**src/rtl/mult_div_pkg.sv**
```systemverilog
// Shared types for the iterative multiply/divide unit: FSM states, op encoding,
// iteration counter sizing.
package mult_div_pkg;

  typedef enum logic [1:0] {
    ST_IDLE = 2'd0,
    ST_RUN  = 2'd1,
    ST_FIN  = 2'd2
  } state_t;

  localparam logic OP_MULT = 1'b0;
  localparam logic OP_DIV  = 1'b1;

  function automatic int cnt_width(input int width);
    return $clog2(width + 1);
  endfunction

endpackage

```
**src/rtl/mult_div_if.sv**
```systemverilog
// Request/result bundle between the CPU control path and the multiply/divide unit.
// master drives operands and start; slave returns hi/lo and status.
interface mult_div_if #(parameter int WIDTH = 32);
  logic             start;
  logic             op;
  logic [WIDTH-1:0] a;
  logic [WIDTH-1:0] b;
  logic [WIDTH-1:0] hi;
  logic [WIDTH-1:0] lo;
  logic             busy;
  logic             done;
  logic             div_zero;

  modport master (output start, op, a, b,
                  input  hi, lo, busy, done, div_zero);
  modport slave  (input  start, op, a, b,
                  output hi, lo, busy, done, div_zero);
endinterface

```
**src/rtl/div_step.sv**
```systemverilog
// One restoring-division iteration on magnitudes: shift in the next dividend bit,
// trial-subtract the divisor, emit one quotient bit. Purely combinational.
module div_step #(
  parameter int WIDTH = 32
) (
  input  logic [WIDTH-1:0] rem_in,
  input  logic [WIDTH-1:0] quo_in,
  input  logic [WIDTH-1:0] dvsr,
  output logic [WIDTH-1:0] rem_out,
  output logic [WIDTH-1:0] quo_out
);

  logic [WIDTH:0] shifted;
  logic           fits;

  always_comb begin
    shifted = {rem_in, quo_in[WIDTH-1]};
    fits    = (shifted >= {1'b0, dvsr});
    // rem_in < dvsr keeps the partial remainder within WIDTH bits after subtraction
    rem_out = fits ? (shifted[WIDTH-1:0] - dvsr) : shifted[WIDTH-1:0];
    quo_out = {quo_in[WIDTH-2:0], fits};
  end

endmodule

```
**src/rtl/mult_div_unit.sv**
```systemverilog
// Iterative signed mult (radix-2 Booth) / div (restoring); WIDTH+1 cycle latency,
// one op in flight, start ignored unless idle; all outputs registered.
module mult_div_unit
  import mult_div_pkg::*;
#(
  parameter int WIDTH = 32
) (
  input  logic      clk,
  input  logic      reset_n,
  mult_div_if.slave bus
);

  localparam int CW = cnt_width(WIDTH);

  if (WIDTH < 4 || (WIDTH % 2) != 0) begin : g_bad_width
    $error("mult_div_unit: WIDTH must be even and >= 4");
  end

  state_t            state, state_nxt;
  logic [CW-1:0]     cnt;
  logic              last;
  logic              op_r, b_zero, neg_q, neg_r;
  logic [2*WIDTH:0]  acc;
  logic [WIDTH-1:0]  mcand, rem, quo, rem_nxt, quo_nxt;
  logic [WIDTH-1:0]  a_mag, b_mag;
  logic [WIDTH:0]    a_ext, m_ext, booth_sum;

  assign last  = (cnt == CW'(WIDTH - 1));
  assign a_mag = bus.a[WIDTH-1] ? -bus.a : bus.a;
  assign b_mag = bus.b[WIDTH-1] ? -bus.b : bus.b;

  always_ff @(posedge clk or negedge reset_n) begin
    if (!reset_n) state <= ST_IDLE;
    else          state <= state_nxt;
  end

  always_comb begin
    state_nxt = state;
    case (state)
      ST_IDLE: if (bus.start) state_nxt = ST_RUN;
      ST_RUN:  if (last)      state_nxt = ST_FIN;
      ST_FIN:                 state_nxt = ST_IDLE;
      default:                state_nxt = ST_IDLE;
    endcase
  end

  // Booth add/sub is done one bit wider so a most-negative multiplicand cannot overflow
  always_comb begin
    a_ext = {acc[2*WIDTH], acc[2*WIDTH:WIDTH+1]};
    m_ext = {mcand[WIDTH-1], mcand};
    case (acc[1:0])
      2'b01:   booth_sum = a_ext + m_ext;
      2'b10:   booth_sum = a_ext - m_ext;
      default: booth_sum = a_ext;
    endcase
  end

  div_step #(.WIDTH(WIDTH)) u_div_step (
    .rem_in  (rem),
    .quo_in  (quo),
    .dvsr    (mcand),
    .rem_out (rem_nxt),
    .quo_out (quo_nxt)
  );

  always_ff @(posedge clk or negedge reset_n) begin
    if (!reset_n) begin
      cnt          <= '0;
      op_r         <= OP_MULT;
      b_zero       <= 1'b0;
      neg_q        <= 1'b0;
      neg_r        <= 1'b0;
      acc          <= '0;
      mcand        <= '0;
      rem          <= '0;
      quo          <= '0;
      bus.hi       <= '0;
      bus.lo       <= '0;
      bus.busy     <= 1'b0;
      bus.done     <= 1'b0;
      bus.div_zero <= 1'b0;
    end else begin
      bus.busy     <= (state != ST_IDLE);
      bus.done     <= (state == ST_FIN);
      bus.div_zero <= (state == ST_FIN) && (op_r == OP_DIV) && b_zero;
      case (state)
        ST_IDLE: begin
          if (bus.start) begin
            op_r   <= bus.op;
            cnt    <= '0;
            b_zero <= (bus.b == '0);
            neg_q  <= bus.a[WIDTH-1] ^ bus.b[WIDTH-1];
            neg_r  <= bus.a[WIDTH-1];
            acc    <= {{WIDTH{1'b0}}, bus.b, 1'b0};
            mcand  <= (bus.op == OP_DIV) ? b_mag : bus.a;
            rem    <= '0;
            quo    <= a_mag;
          end
        end
        ST_RUN: begin
          cnt <= cnt + 1'b1;
          if (op_r == OP_MULT) begin
            acc <= {booth_sum, acc[WIDTH:1]};
          end else begin
            rem <= rem_nxt;
            quo <= quo_nxt;
          end
        end
        ST_FIN: begin
          if (op_r == OP_MULT) begin
            bus.hi <= acc[2*WIDTH:WIDTH+1];
            bus.lo <= acc[WIDTH:1];
          end else if (!b_zero) begin
            bus.lo <= neg_q ? -quo : quo;
            bus.hi <= neg_r ? -rem : rem;
          end
        end
        default: ;
      endcase
    end
  end

endmodule

```
**src/flat_wrapper.sv**
```systemverilog
// flat-port wrapper written by rule: the top's interface ports become plain ports
module mult_div_unit_flat import mult_div_pkg::*;
#(
  parameter int WIDTH = 32
)
  (clk, reset_n, bus_start, bus_op, bus_a, bus_b, bus_hi, bus_lo, bus_busy, bus_done, bus_div_zero);
  mult_div_if #(.WIDTH(WIDTH)) bus_i ();
  input  logic clk;
  input  logic reset_n;
  input wire logic [$bits(bus_i.start)-1:0] bus_start;
  input wire logic [$bits(bus_i.op)-1:0] bus_op;
  input wire logic [$bits(bus_i.a)-1:0] bus_a;
  input wire logic [$bits(bus_i.b)-1:0] bus_b;
  output wire logic [$bits(bus_i.hi)-1:0] bus_hi;
  output wire logic [$bits(bus_i.lo)-1:0] bus_lo;
  output wire logic [$bits(bus_i.busy)-1:0] bus_busy;
  output wire logic [$bits(bus_i.done)-1:0] bus_done;
  output wire logic [$bits(bus_i.div_zero)-1:0] bus_div_zero;
  assign bus_i.start = bus_start;
  assign bus_i.op = bus_op;
  assign bus_i.a = bus_a;
  assign bus_i.b = bus_b;
  assign bus_hi = bus_i.hi;
  assign bus_lo = bus_i.lo;
  assign bus_busy = bus_i.busy;
  assign bus_done = bus_i.done;
  assign bus_div_zero = bus_i.div_zero;
  mult_div_unit #(.WIDTH(WIDTH)) u_core (.clk(clk), .reset_n(reset_n), .bus(bus_i));
endmodule
```
**config.mk**
```make
export PLATFORM = sky130hd
export DESIGN_NAME = mult_div_unit_flat
export DESIGN_NICKNAME = d
export VERILOG_FILES = /design/src/rtl/mult_div_pkg.sv /design/src/rtl/mult_div_if.sv /design/src/rtl/div_step.sv /design/src/rtl/mult_div_unit.sv /design/src/flat_wrapper.sv
export SDC_FILE = /design/constraint.sdc
export NUM_CORES = 1
export LEC_CHECK = 0
export CAP_MARGIN = 0
export CORE_MARGIN = 4
export CORE_UTILIZATION = 25
export DETAILED_ROUTE_END_ITERATION = 10
export PLACE_DENSITY = 0.39
export SLEW_MARGIN = 10
export SYNTH_ARGS = -nofsm -noshare
export SYNTH_HDL_FRONTEND = slang
export SYNTH_SLANG_ARGS = --single-unit
```
**constraint.sdc**
```tcl
create_clock -name clk -period 5.4 [get_ports clk]
set_input_delay 1.08 -clock clk [delete_from_list [all_inputs] [get_ports clk]]
set_output_delay 1.08 -clock clk [all_outputs]
set_load 0.02 [all_outputs]
```
---- Word-level counts from Yosys, hierarchy flattened ----
Index checks and enable logic that the tools add are counted.
word-level totals
  flip-flop bits (word level) ............. 240
  input port bits ......................... 68
cells by class
  bitwise operators ....................... 1
  muxes and demuxes ....................... 25
  $add $sub $neg .......................... 8
  reduce and logical (&&, ||, !) cells .... 13
  magnitude comparators ................... 1
  equal/unequal tests ..................... 11
operators with widths
  cell                   count
  $mux W32               14
  $mux W65               2
  $pmux W65 S2           1
  $neg A32 Y32           4
  $pmux W32 S2           2
  $pmux W33 S2           1
  $add A32 B32 Y33       1
  $ge A33 B32 Y1         1
  $sub A32 B32 Y33       1
  $logic_not A32 Y1      1
  $sub A32 B32 Y32       1
  $pmux W6 S2            1
  $reduce_and A2 Y1      4
  $add A6 B1 Y6 const B  1
  $eq A6 B5 Y1 const B   1
  $mux W6                1
  $ne A2 B2 Y1 const B   3
  $reduce_and A3 Y1      2
  $eq A2 B1 Y1 const B   2
  $eq A2 B2 Y1 const B   2
  $mux W2                2
  $ne A2 B1 Y1 const B   2
  $pmux W2 S2            1
  $reduce_and A4 Y1      1
  other kinds (5)        7

---- Logic depth before layout (Yosys ltp) ----
  word-level depth ........................ 4
  depth in mapped cells ................... 19
  gate-level depth less buffers ........... 17

---- By module ----
Synthesis repeated with hierarchy kept, for this count alone.
unflattened totals
  cells, all modules ...................... 2184
  area, all modules ....................... 17684.5 um^2
by module, submodules not included
  module         cells each  instances  area an instance (um^2)
  mult_div_unit  1829        1          15113.2
  div_step       355         1          2571.2

---- Least setup slack after synthesis ----
OpenSTA, ideal clock, no wires.
  kind .................................... flip-flop to flip-flop
  start ................................... reg u_core.mcand[13]
  end ..................................... reg u_core.acc[62]
  slack ................................... 1.270 ns
  period minus slack after synthesis ...... 4.130 ns
  library setup time ...................... 0.083 ns
  stages on the path, launching flop included .. 16
  required time ........................... 5.317 ns
  path buffers ............................ 1
  arrival time ............................ 4.047 ns
  cell sequence ........................... dfrtp_1 > or4_1 > or3_1 > nor4_1 > a41oi_1 > xnor2_1 > ha_1 > clkbuf_1 > and3_1 > nand2_1 > a2111oi_0 > nor4_1 > o311ai_0 > xor2_1 > mux2i_1 > o21ai_0
between the ends
  cells in the longest elaborated chain, start to end .. 4
ends and longest elaborated chain
  element                                                      RTL line                                  source
  from (decl)                                                  mult_div_unit.sv:24                       logic [WIDTH-1:0] mcand, rem, quo, rem_nxt, quo_nxt;
  from (signal assigned)                                       mult_div_unit.sv:95                       mcand <= (bus.op == OP_DIV) ? b_mag : bus.a;
  $sub A32 B32 Y33 / $add A32 B32 Y33 (equally long branches)  mult_div_unit.sv:53, mult_div_unit.sv:52
  $pmux W33 S2 (*)                                             mult_div_unit.sv:51                       case (acc[1:0])
  $mux W65 (*)                                                 mult_div_unit.sv:102                      if (op_r == OP_MULT) begin
  $pmux W65 S2 (*)                                             mult_div_unit.sv:86                       case (state)
  to (signal assigned)                                         mult_div_unit.sv:94                       acc <= {{WIDTH{1'b0}}, bus.b, 1'b0};
  to (signal assigned)                                         mult_div_unit.sv:103                      acc <= {booth_sum, acc[WIDTH:1]};
  to (decl)                                                    mult_div_unit.sv:23                       logic [2*WIDTH:0] acc;
Mark *: on every way between the ends. The rest lies on a longest branch, timed or not. The select of a mux whose other input is x is not followed.
A chain may end at the register's enable or synchronous reset.

---- Worst setup path in the final report ----
Same ends and word-level chain as after synthesis.

==> results.md <==
Floorplan:
- The floorplan step defined a core boundary enclosing 67,600 µm².
- Once the floorplan was initialized, standard cells occupied 25.4% of the core.
- The floorplan die width is 270 µm.
- The floorplan has 95 rows.
- The height of the chip is 270 µm.
- The total die area is 73,000 µm².
- The count of pins on the block boundary is 135.

Place:
- The HPWL after detailed placement is 48,000 µm.
- In this run, placement finished with an instance count of 3,066.
- The number of buffers inserted by port buffering is 134.
- Routability-driven placement finished with a final weighted congestion of 0.876.

Pwr:
- Across the VDD grid, the largest voltage drop is 0.285 mV.
- The power per cell area is 633 nW/µm².
- For this design the static power due to leakage is 0.00870 µW.

Worst setup path:
- For the worst flop-to-flop path, the logic depth is 15.
- In this design, the stage delay of the slowest critical-path cell is 0.65 ns.
- At the worst endpoint, the arrival time is 5.34 ns.
- The most frequent cell on the critical path is nor4_1.
- The source of the worst register-to-register timing path is u_core.mcand[13].
- The worst setup path is launched from a flop.
- The kind of end point of the critical path is a flop.
- The endpoint identified for the worst register-to-register timing path is u_core.acc[62].
- The required time of the critical path is 5.92 ns.
- Walking the worst path, the cells encountered are or4_1, or3_1, nor4_1, a41oi_1, xnor2_1, ha_1, and3_1, nand2_1, a2111oi_0, nor4_1, buf_4, o311ai_0, xor2_1, mux2i_1, o21ai_0.
- The worst setup path is of the reg2reg kind.
- The maximum fanout encountered on the critical timing path is 9.
- The slowest stage of the critical path is the a2111oi_0 cell.
- The setup check on the worst reg-to-reg path leaves a slack of 0.58 ns.

Global route:
- The maximum number of pins on one net before global-route repair is 129.
- The initial antenna violation count was 4.
- The via count of the first global-routing pass is 15,600.
- The aggregate global routing overflow is 0.
- The first-pass GRT wire length is 98,300 µm.
- Across every metal layer, demand over resource in global routing totals 17.0%.

Synth:
- The predominant post-synthesis flop cell is dfrtp_1.
- In this run, synthesis inferred 0 flip-flops with an integrated enable.
- After synthesis, the share of flip-flops with an asynchronous set or reset is 100%.
- The share of the Yosys chip area taken by registers is 34.9%.
- The number of different library cells used by synthesis comes to 68.
- The combined area of all synthesized cells is 17,200 µm².
- The synthesized flop and latch total is 240.
- Yosys printed 0 warnings.
- In this run the mean area of a mapped cell was 7.98 µm².
- When the netlist entered floorplanning its net count stood at 2,295.
- The instance count of the mapped netlist is 2,153.

STA:
- The transition time at the pin with the least slew margin is 1.25 ns.
- The number of pins exceeding their max-slew limit in the final report is 0.
- The number of hold-slack violations in the final timing report is 0.
- Timing would allow up to 207 MHz.
- The aggregate negative setup slack is 0 ns.
- Setup repair after global routing left no endpoint under its margin.
- The post-route clock period utilization is 89.3%.
- Setup violations remaining at the end of the flow were counted as 0.
- In this run the tightest slew margin relative to its limit is 17.0%.
- Subtracting the final worst setup slack from the clock period gives 4.82 ns.
- The final clock skew is 0.0315 ns.

Detailed routing:
- Wires add up to 63,600 µm.
- The length of the first detailed-routing pass in iterations is 5.
- For this block, the initial DRC count from the detailed router was 994.
- For this block, the via count after detailed routing is 15,900.
- Dividing the detail-routed wire length by the instance count gives 20.4 µm.
- The remaining antenna violation count after routing is 0.
- The vias per cell is 5.10.
- In the routed design, unresolved DRC markers number 0.

Clocking:
- Counting the buffers created by CTS gives 31.
- TritonCTS built the clock tree.
- The maximum buffer depth of the clock tree is 3.
- The number of clock sinks is 240.
- The number of hold buffers added after cts is 0.
- Post-CTS timing repair inserted 0 buffers for setup.
- The quantity of gates resized following cts is 0.
- The clock slew at the register clock pins of the worst setup and hold paths is 0.06 ns.
- The latest clock arrival within the worst-skew pair is 0.60 ns.
- The clock root buffer is clkbuf_16.
- The number of levels the H-tree was split into is 1.

Layout:
- The post-route netlist has 5.11% of its cells at a drive strength greater than 1.
- The area growth from synthesis to layout is 19.1%.
- The post-layout utilization of the core is 30.3%.
- The count of nets after finishing is 2,368.
- After the flow finishes, the layout carries non-filler instances totaling 3,125.
- The multi-input combinational cells in the finished layout cover a total of 10,500 µm².
- In the final layout, flip-flops and latches occupy 6010 µm².
- After filler insertion, the fill cell instance count of the layout stands at 7,209.

Run:
- Max-cap violations in this run came to 0.

Worst hold path:
- The path class of the lowest-slack min-delay path is reg2reg.
- The hold-critical path endpoint is u_core.bus.lo[22].
- The worst hold path was traced through 2 stages.
- The origin of the worst min-delay path is u_core.bus.lo[22].

Status:
- The flow ran to the end, and the final reports show no timing, DRC or antenna violations.
flip-flops by register name, indices dropped and copies added, names as in the netlist, 2 cells and up:
signal	count
u_core.rem	32
u_core.acc	65
u_core.bus.lo	32
u_core.bus.hi	32
u_core.cnt	6
u_core.quo	32
u_core.mcand	32
u_core.state	2
stage by stage:
step / setup WS (ns) / hold slack, ns / cell area, µm² / total power [µW]
floorplan: 1.27 / 0.452 / 17200 / 8580
global placement: 0.678 / 0.464 / 19400 / 10800
detailed placement: 0.526 / 0.471 / 19400 / 10900
CTS: 0.497 / 0.484 / 20500 / 13100
global route: 0.0374 / 0.501 / 20500 / 14200
finish: 0.578 / 0.477 / 20500 / 13000
layer usage:
metal / GRT usage (%) / routed length (µm)
met4: 4.09 / 1560
met1: 24.8 / 31000
met5: 0 / 11
met3: 2.03 / 2590
met2: 26.8 / 28400
critical path: cells and delay by family (launching register included):
| kind | cells | cell delay, ns |
|---|---|---|
| AOI/OAI and AO/OA | 4 | 1.41 |
| xor gates and xnor gates | 2 | 0.35 |
| adders and majority gates | 1 | 0.45 |
| buffers and inverters | 1 | 0.19 |
| DFF | 1 | 0.41 |
| muxes | 1 | 0.08 |
| and+or+nand+nor | 6 | 1.87 |
cells by family (layout without fill, tap and decap cells):
group | after synthesis | in the layout | share of synthesized area, %
DFF | 240 | 240 | 34.9
adders and majority gates | 74 | 74 | 5.47
muxes | 41 | 41 | 2.39
buffers and inverters | 187 | 285 | 4.24
xor gates and xnor gates | 204 | 204 | 10.4
and+or+nand+nor | 700 | 700 | 18.1
other | 0 | 1 | 0
AOI/OAI and AO/OA | 707 | 707 | 24.5
cells in the final DEF (no fill, tap or decap), types with 10 or more instances in the layout:
cell type        instances
xnor2_1                 78
nand2b_1                11
ha_1                    72
nand3_1                 30
clkbuf_16               31
nor2b_1                 15
xor2_1                 126
a31oi_1                 55
inv_1                   61
a21oi_1                112
clkdlybuf4s50_1        132
nor4_1                  14
o41ai_1                 15
o211ai_1                12
nor2_1                 122
or3_1                   19
and3_1                  13
mux2i_1                 41
o31ai_1                 36
a21o_1                  45
o21a_1                  10
o21ai_0                339
and2_1                  10
nand2_1                389
nor3_1                  20
buf_4                   30
dfrtp_1                239
or4_1                   17
final cells by class:
type,instances,share of cell area (%)
Antenna cell,1,0.0122
Clock buffer,44,4.32
Clock inverter,14,0.770
Inverter,61,1.12
Multi-Input combinational cell,1726,51.3
Sequential cell,240,29.3
Tap cell,873,5.33
Timing Repair Buffer,166,7.85
synthesized netlist by cell type, types with 5 or more instances:
cell type,count,area share (%)
nand2_1,392,8.6
o21ai_0,339,9.9
dfrtp_1,240,35
xor2_1,126,6.4
nor2_1,123,2.7
a21oi_1,113,3.3
clkbuf_1,102,2.2
xnor2_1,78,4.0
ha_1,72,5.2
inv_1,61,1.3
a31oi_1,55,2.0
a21o_1,45,2.0
mux2i_1,41,2.4
o31ai_1,36,1.6
nand3_1,30,0.87
nor3_1,20,0.58
or3_1,19,0.69
buf_1,18,0.39
or4_1,17,0.74
nor2b_1,16,0.58
o41ai_1,15,0.76
nor4_1,14,0.51
and3_1,13,0.47
nand2b_1,12,0.44
o211ai_1,12,0.52
and2_1,10,0.36
o21a_1,10,0.44
a211oi_1,9,0.39
a32oi_1,9,0.46
a41oi_1,9,0.46
nand4_1,9,0.33
o21bai_1,9,0.39
or2_2,8,0.29
a2111oi_0,7,0.36
a22o_1,5,0.25
o22ai_1,5,0.18
or4_4,5,0.33
report_power, final:
group / switching [µW] / internal [µW]
clock: 867 / 1280
sequential: 803 / 2360
combinational: 4550 / 3110
how the worst max path moves through the flow:
stage,startpoint,endpoint,slack (ns),depth (start not counted)
floorplan,u_core.mcand[13],u_core.acc[62],1.27,15
global placement,bus_b[8],u_core.mcand[30],0.68,10
detailed placement,u_core.mcand[13],u_core.acc[62],0.53,15
CTS,u_core.mcand[13],u_core.acc[62],0.50,15
global route,u_core.mcand[14],u_core.acc[62],0.04,15
finish,u_core.mcand[13],u_core.acc[62],0.58,15
Power figures use the tool's default switching activity.
